--- config.mk ---
export PLATFORM = sky130hd
export DESIGN_NAME = accel_job_master
export DESIGN_NICKNAME = d
export VERILOG_FILES = /design/src/rtl/accel_job_master.sv
export SDC_FILE = /design/constraint.sdc
export NUM_CORES = 1
export LEC_CHECK = 0
export BUFFER_PORTS_ARGS = -buffer_cell sky130_fd_sc_hd__buf_2
export CAP_MARGIN = 20
export CORE_UTILIZATION = 50
export CTS_CLUSTER_DIAMETER = 200
export DETAILED_ROUTE_END_ITERATION = 10
export HOLD_SLACK_MARGIN = 0.05
export PLACE_DENSITY = 0.87
export SYNTH_ARGS = -nofsm -noshare
export SYNTH_HDL_FRONTEND = slang
export SYNTH_SLANG_ARGS = --single-unit
--- constraint.sdc ---
create_clock -name clk -period 5.26 [get_ports clk]
set_input_delay 1.052 -clock clk [delete_from_list [all_inputs] [get_ports clk]]
set_output_delay 1.052 -clock clk [all_outputs]
set_load 0.05 [all_outputs]
--- src/rtl/accel_job_master.sv ---
// rtl/accel_job_master.sv - accelerator job bus master; optional poll timeout via ACCEL_JOB_TIMEOUT_EN
module accel_job_master #(
    parameter int                        INT_ADDR_WIDTH = 20,
    parameter int                        DATA_WIDTH     = 32,
    parameter logic [INT_ADDR_WIDTH-1:0] CTRL_ADDR      = 'h0,
    parameter logic [INT_ADDR_WIDTH-1:0] STAT_ADDR      = 'h8,
    parameter logic [INT_ADDR_WIDTH-1:0] OUT_OFFSET     = 'h100,
    parameter int                        MAX_IN_WORDS   = 64,
    parameter int                        TIMEOUT_CYCLES = 4096
) (
    input  logic                               clk,
    input  logic                               rst_n,
    input  logic                               job_valid,
    output logic                               job_ready,
    input  logic [$clog2(MAX_IN_WORDS+1)-1:0]  job_n_in,
    input  logic [5:0]                         job_out_len,
    input  logic                               in_valid,
    output logic                               in_ready,
    input  logic [DATA_WIDTH-1:0]              in_data,
    output logic                               out_valid,
    input  logic                               out_ready,
    output logic [DATA_WIDTH-1:0]              out_data,
    output logic                               job_done,
    output logic                               job_err,
    output logic                               mem_req,
    output logic                               mem_we,
    output logic [INT_ADDR_WIDTH-1:0]          mem_addr,
    output logic [DATA_WIDTH/8-1:0]            mem_be,
    output logic [DATA_WIDTH-1:0]              mem_wdata,
    input  logic [DATA_WIDTH-1:0]              mem_rdata
);

    localparam int CW  = $clog2(MAX_IN_WORDS + 1);
    localparam int BW  = DATA_WIDTH / 8;
    localparam int BSH = $clog2(BW);
    // Address MSB set selects accelerator data memory
    localparam logic [INT_ADDR_WIDTH-1:0] DATA_BASE = {1'b1, {(INT_ADDR_WIDTH-1){1'b0}}};

    typedef enum logic [2:0] {
        IDLE, WR_IN, START, POLL, POLL_WAIT, RD, RD_WAIT, FIN
    } state_t;

    state_t                     state_q, state_d;
    logic [CW-1:0]              idx_q, idx_d;
    logic [CW-1:0]              n_in_q, n_in_d;
    logic [CW-1:0]              n_out_q, n_out_d;
    logic [5:0]                 out_len_q, out_len_d;
    logic                       out_valid_q, out_valid_d;
    logic [DATA_WIDTH-1:0]      out_data_q, out_data_d;

    logic [6:0]                 n_out_calc;
    logic [INT_ADDR_WIDTH-1:0]  word_off;

`ifdef ACCEL_JOB_TIMEOUT_EN
    localparam int TW = $clog2(TIMEOUT_CYCLES + 1);
    logic [TW-1:0] poll_cnt_q, poll_cnt_d;
    logic          err_q, err_d;
`endif

    // Result word count is the byte length rounded up to whole bus words
    assign n_out_calc = ({1'b0, job_out_len} + 7'(BW - 1)) >> BSH;
    assign word_off   = INT_ADDR_WIDTH'(idx_q) << BSH;

    assign out_valid = out_valid_q;
    assign out_data  = out_data_q;

`ifdef ACCEL_JOB_TIMEOUT_EN
    assign job_err = (state_q == FIN) && err_q;
`else
    logic unused_timeout_cfg;
    assign unused_timeout_cfg = ^TIMEOUT_CYCLES;
    assign job_err = 1'b0;
`endif

    // Next-state, bus request and handshake outputs
    always_comb begin
        state_d     = state_q;
        idx_d       = idx_q;
        n_in_d      = n_in_q;
        n_out_d     = n_out_q;
        out_len_d   = out_len_q;
        out_valid_d = out_valid_q;
        out_data_d  = out_data_q;
        job_ready   = 1'b0;
        in_ready    = 1'b0;
        job_done    = 1'b0;
        mem_req     = 1'b0;
        mem_we      = 1'b0;
        mem_addr    = '0;
        mem_be      = '0;
        mem_wdata   = '0;
`ifdef ACCEL_JOB_TIMEOUT_EN
        poll_cnt_d  = poll_cnt_q;
        err_d       = err_q;
`endif
        case (state_q)
            IDLE: begin
                job_ready = 1'b1;
                if (job_valid) begin
                    n_in_d    = job_n_in;
                    out_len_d = job_out_len;
                    n_out_d   = CW'(n_out_calc);
                    idx_d     = '0;
                    state_d   = (job_n_in == '0) ? START : WR_IN;
`ifdef ACCEL_JOB_TIMEOUT_EN
                    poll_cnt_d = '0;
                    err_d      = 1'b0;
`endif
                end
            end
            WR_IN: begin
                in_ready = 1'b1;
                if (in_valid) begin
                    mem_req   = 1'b1;
                    mem_we    = 1'b1;
                    mem_be    = '1;
                    mem_addr  = DATA_BASE + word_off;
                    mem_wdata = in_data;
                    if (idx_q + CW'(1) == n_in_q) begin
                        idx_d   = '0;
                        state_d = START;
                    end else begin
                        idx_d = idx_q + CW'(1);
                    end
                end
            end
            START: begin
                mem_req   = 1'b1;
                mem_we    = 1'b1;
                mem_be    = '1;
                mem_addr  = CTRL_ADDR;
                mem_wdata = DATA_WIDTH'({out_len_q, 7'b0, 1'b1});
                state_d   = POLL;
            end
            POLL: begin
                mem_req  = 1'b1;
                mem_addr = STAT_ADDR;
                state_d  = POLL_WAIT;
            end
            POLL_WAIT: begin
                if (mem_rdata[8]) begin
                    idx_d   = '0;
                    state_d = (n_out_q == '0) ? FIN : RD;
                end else begin
                    state_d = POLL;
                end
            end
            RD: begin
                // Only fetch when the output register is free, so a stalled
                // consumer never causes a read whose data would be lost
                if (out_valid_q) begin
                    if (out_ready) begin
                        out_valid_d = 1'b0;
                        if (idx_q + CW'(1) == n_out_q) begin
                            idx_d   = '0;
                            state_d = FIN;
                        end else begin
                            idx_d = idx_q + CW'(1);
                        end
                    end
                end else begin
                    mem_req  = 1'b1;
                    mem_addr = DATA_BASE + OUT_OFFSET + word_off;
                    state_d  = RD_WAIT;
                end
            end
            RD_WAIT: begin
                out_data_d  = mem_rdata;
                out_valid_d = 1'b1;
                state_d     = RD;
            end
            FIN: begin
                job_done = 1'b1;
                state_d  = IDLE;
            end
            default: state_d = IDLE;
        endcase
`ifdef ACCEL_JOB_TIMEOUT_EN
        // Give up on a slave that never reports done; a done seen on the
        // final poll cycle still wins over the timeout
        if (state_q == POLL || state_q == POLL_WAIT) begin
            poll_cnt_d = poll_cnt_q + TW'(1);
            if (poll_cnt_q == TW'(TIMEOUT_CYCLES - 1) &&
                !(state_q == POLL_WAIT && mem_rdata[8])) begin
                state_d = FIN;
                err_d   = 1'b1;
            end
        end
`endif
    end

    // State and datapath registers; reset abandons any job in flight
    always_ff @(posedge clk or negedge rst_n) begin
        if (!rst_n) begin
            state_q     <= IDLE;
            idx_q       <= '0;
            n_in_q      <= '0;
            n_out_q     <= '0;
            out_len_q   <= '0;
            out_valid_q <= 1'b0;
            out_data_q  <= '0;
`ifdef ACCEL_JOB_TIMEOUT_EN
            poll_cnt_q  <= '0;
            err_q       <= 1'b0;
`endif
        end else begin
            state_q     <= state_d;
            idx_q       <= idx_d;
            n_in_q      <= n_in_d;
            n_out_q     <= n_out_d;
            out_len_q   <= out_len_d;
            out_valid_q <= out_valid_d;
            out_data_q  <= out_data_d;
`ifdef ACCEL_JOB_TIMEOUT_EN
            poll_cnt_q  <= poll_cnt_d;
            err_q       <= err_d;
`endif
        end
    end

endmodule

==> impl_metrics.tcl <==
set metrics [dict create \
    clockBufferDepth 2 \
    ctsHoldBuffers 0 \
    dieArea_mm2 0.00730 \
    status "finished clean" \
    crit-reg2reg-launch "idx_q[0]" \
    worstHoldEndpoint "out_len_q[0]" \
    core.rowCount 30 \
    num_io_pins 177 \
    cp_slowest_cell "a21oi_1" \
    ff2ff_setup_slack_ns 2.62 \
    nets 582 \
    drc 0 \
    met3_usage_pct 7.78 \
    r2r_end "idx_q[4]" \
    cts_sinks 61 \
    multiInputGateArea_mm2 0.00170 \
    yosys_warnings 0 \
    drt-initial-drc-count 201 \
    synthCells 350 \
    area_growth_pct 26.4 \
    yosysMostFrequentCell "dfrtp_1" \
    cp_common_cell "buf_2" \
    layout_min_cycle_time_ns 3.41 \
    netlist_top_cells_area "dfrtp_1 44%, mux2_2 10%, nand2_1 5.9%, and3_1 4.9%, buf_4 3.9%" \
    die_h_um 85.5 \
    dr.pass1.iters 4 \
    numCtsBuffers 9 \
    ant_nets 0 \
    relSlewSlack_pct 49.5 \
    syn_area_mm2 0.00348 \
    rsz0062_at_grt "false" \
    min_path_type "flip-flop to flip-flop" \
    synth_area_per_cell_um2 9.95 \
    clockRootBuffer "clkbuf_8" \
    holdWs_ns 0.491 \
    swShare_pct 53.1 \
    p_clk_share_pct 14.0 \
    period_share_pct 64.8 \
    ir_drop_mv 0.562 \
    synth_seq_cells 61 \
    synthTopCellsByCount "61 x dfrtp_1, 55 x nand2_1, 32 x mux2_2" \
    grt_util_met2_pct 37.9 \
    fp.dieW_um 85.5 \
    top_usage_layer "met2" \
    pwr-share-seq_pct 28.1 \
    async_flop_share_pct 100 \
    numPortBuffers 164 \
    seqCellArea_mm2 0.00153 \
    nFillCells 554 \
    yosys.area.top_type "dfrtp_1" \
    design.core.area_mm2 0.00676 \
    cts.htree.levels 3 \
    overflow 0 \
    hpwl_um 6340 \
    cp_cell_sequence "buf_2 > nand2b_1 > a21oi_1 > and2_2 > buf_2" \
    criticalPathCategory "input pin to primary output" \
    use_met1_pct 31.1 \
    clk_latency_ns 0.33 \
    hold_viol 0 \
    tightest_slew_ns 0.758 \
    internal_power_mw 1.46 \
    wl_um 8510 \
    clk_pin_slew_ns 0.07 \
    antenna_found_initial 0 \
    place_congestion 0.865 \
    slowest_delay_ns 0.39 \
    reg2reg_depth 7 \
    crit_fanout 29 \
    maxCapViolCount 0 \
    min_from "out_len_q[0]" \
    via_count 3090 \
    cp.arrival_ns 2.36 \
    net-switching-power_mw 1.65 \
    cts.repair.resized 0 \
    critPathLaunchType "input pin" \
    critPathRequiredTime_ns 4.21 \
    final_layout_size_suffix_gt1_share_pct 44.2 \
    routed_via_density 5.29 \
    grt_pass1_wl_um 13500 \
    whs_path_depth 2 \
    finalSetupTns_ns 0 \
    synth_ff_type "dfrtp_1" \
    ys_seq_area_share_pct 43.8 \
    cts_tree "yes" \
    end_kind "primary output" \
    wl_per_cell_um 14.6 \
    globalRouteTotalUtil_pct 24.0 \
    start_util_pct 51.5 \
    share_comb_of_total_power_pct 57.9 \
    post-cts-setup-buffers 0 \
    final.setup_skew_ns 0.00579 \
    antenna_cells 0 \
    grt_max_degree 62 \
    maxSlewViolCount 0 \
    synth_edf_count 0 \
    leakage_nw 2.42 \
    powerDensity_mw_per_mm2 706 \
    synth.distinct_cells 56 \
    fmax_mhz 293 \
    setup_viol 0 \
    yosysTopAreaCellShare_pct 43.8 \
    grt_pass1_vias 2938 \
]
==> registers in the layout, indices dropped and copies added, names as in the netlist <==
name,count
out_valid,1
n_in_q,7
state_q,3
idx_q,7
out_len_q,6
out_data,32
n_out_q,5
==> through the flow <==
| step | power [mW] | cell area, µm² | std cells | utilization [%] | worst slack, ns |
|---|---|---|---|---|---|
| after floorplan | 2.33 | 3520 | 361 | - | 1.30 |
| after global placement | 2.62 | 4190 | 568 | 62.0 | 1.96 |
| after detailed placement | 2.67 | 4190 | 568 | 62.0 | 1.88 |
| after CTS | 3.12 | 4400 | 584 | 65.1 | 1.88 |
| after global routing | 3.28 | 4400 | 584 | 65.1 | 1.67 |
| final | 3.11 | 4400 | 584 | 65.1 | 1.85 |
==> how the worst max path moves through the flow <==
stage	startpoint	endpoint	slack, ns
after floorplan	in_valid	mem_addr[3]	1.30
final	in_valid	mem_addr[2]	1.85
after detailed placement	in_valid	mem_addr[2]	1.88
after global routing	in_valid	mem_addr[2]	1.67
after CTS	in_valid	mem_addr[2]	1.88
after global placement	in_valid	mem_addr[2]	1.96
==> cell usage in the layout, fill, tap and decap left out, drive strengths merged, types with 4 or more instances in the layout <==
cell | synthesis | layout
a21o | 6 | 6
nor3 | 8 | 8
xnor2 | 6 | 6
and2 | 9 | 9
nand2 | 56 | 56
clkbuf | 13 | 13
o31ai | 4 | 4
nand3 | 7 | 7
mux2 | 32 | 32
a21oi | 10 | 10
buf | 27 | 167
o21ai | 10 | 10
conb | 1 | 12
a22o | 7 | 7
xor2 | 8 | 8
nor2 | 16 | 16
inv | 5 | 5
dfrtp | 61 | 61
and3 | 27 | 27
==> area by class of cell <==
cell class              count  share of cell area (%)
clock buffers              13                    3.84
clock inverters             3                   0.966
inverters                   5                   0.426
multi-input cells         255                    38.7
flip-flops and latches     61                    34.7
well taps                  80                    2.27
repair buffers            167                    19.2
==> routing by layer <==
layer / up-vias / part of all wire [%]
met5: - / 0
met4: 0 / 0.74
met3: 5 / 8.3
met2: 151 / 48
met1: 1445 / 43
li1: 1489 / -
==> worst max-delay path, delay by kind of cell <==
family	cells	cell delay, ns
buf+inv	2	0.55
compound gates	1	0.39
simple gates	2	0.35
==> cell families after synthesis <==
kind of cell / count (synthesis) / synth area share [%]
AND/OR/NAND/NOR: 138 / 19.6
flip-flops: 61 / 43.8
AO/OA/AOI/OAI: 55 / 11.8
buffers and inverters: 45 / 8.48
multiplexers: 32 / 10.3
XOR/XNOR: 17 / 5.46
adder cells (fa/ha/maj): 1 / 0.359
other: 1 / 0.108
==> power groups by stage <==
| stage | registers, mW | logic [mW] | clock network (mW) |
|---|---|---|---|
| after floorplan | 1.25 | 1.08 | 0 |
| after global placement | 0.859 | 1.76 | 0 |
| after detailed placement | 0.868 | 1.80 | 0 |
| after CTS | 0.867 | 1.81 | 0.445 |
| after global routing | 0.899 | 1.91 | 0.471 |
| final | 0.872 | 1.80 | 0.435 |
Note: power is estimated with default switching activity, not from simulation.
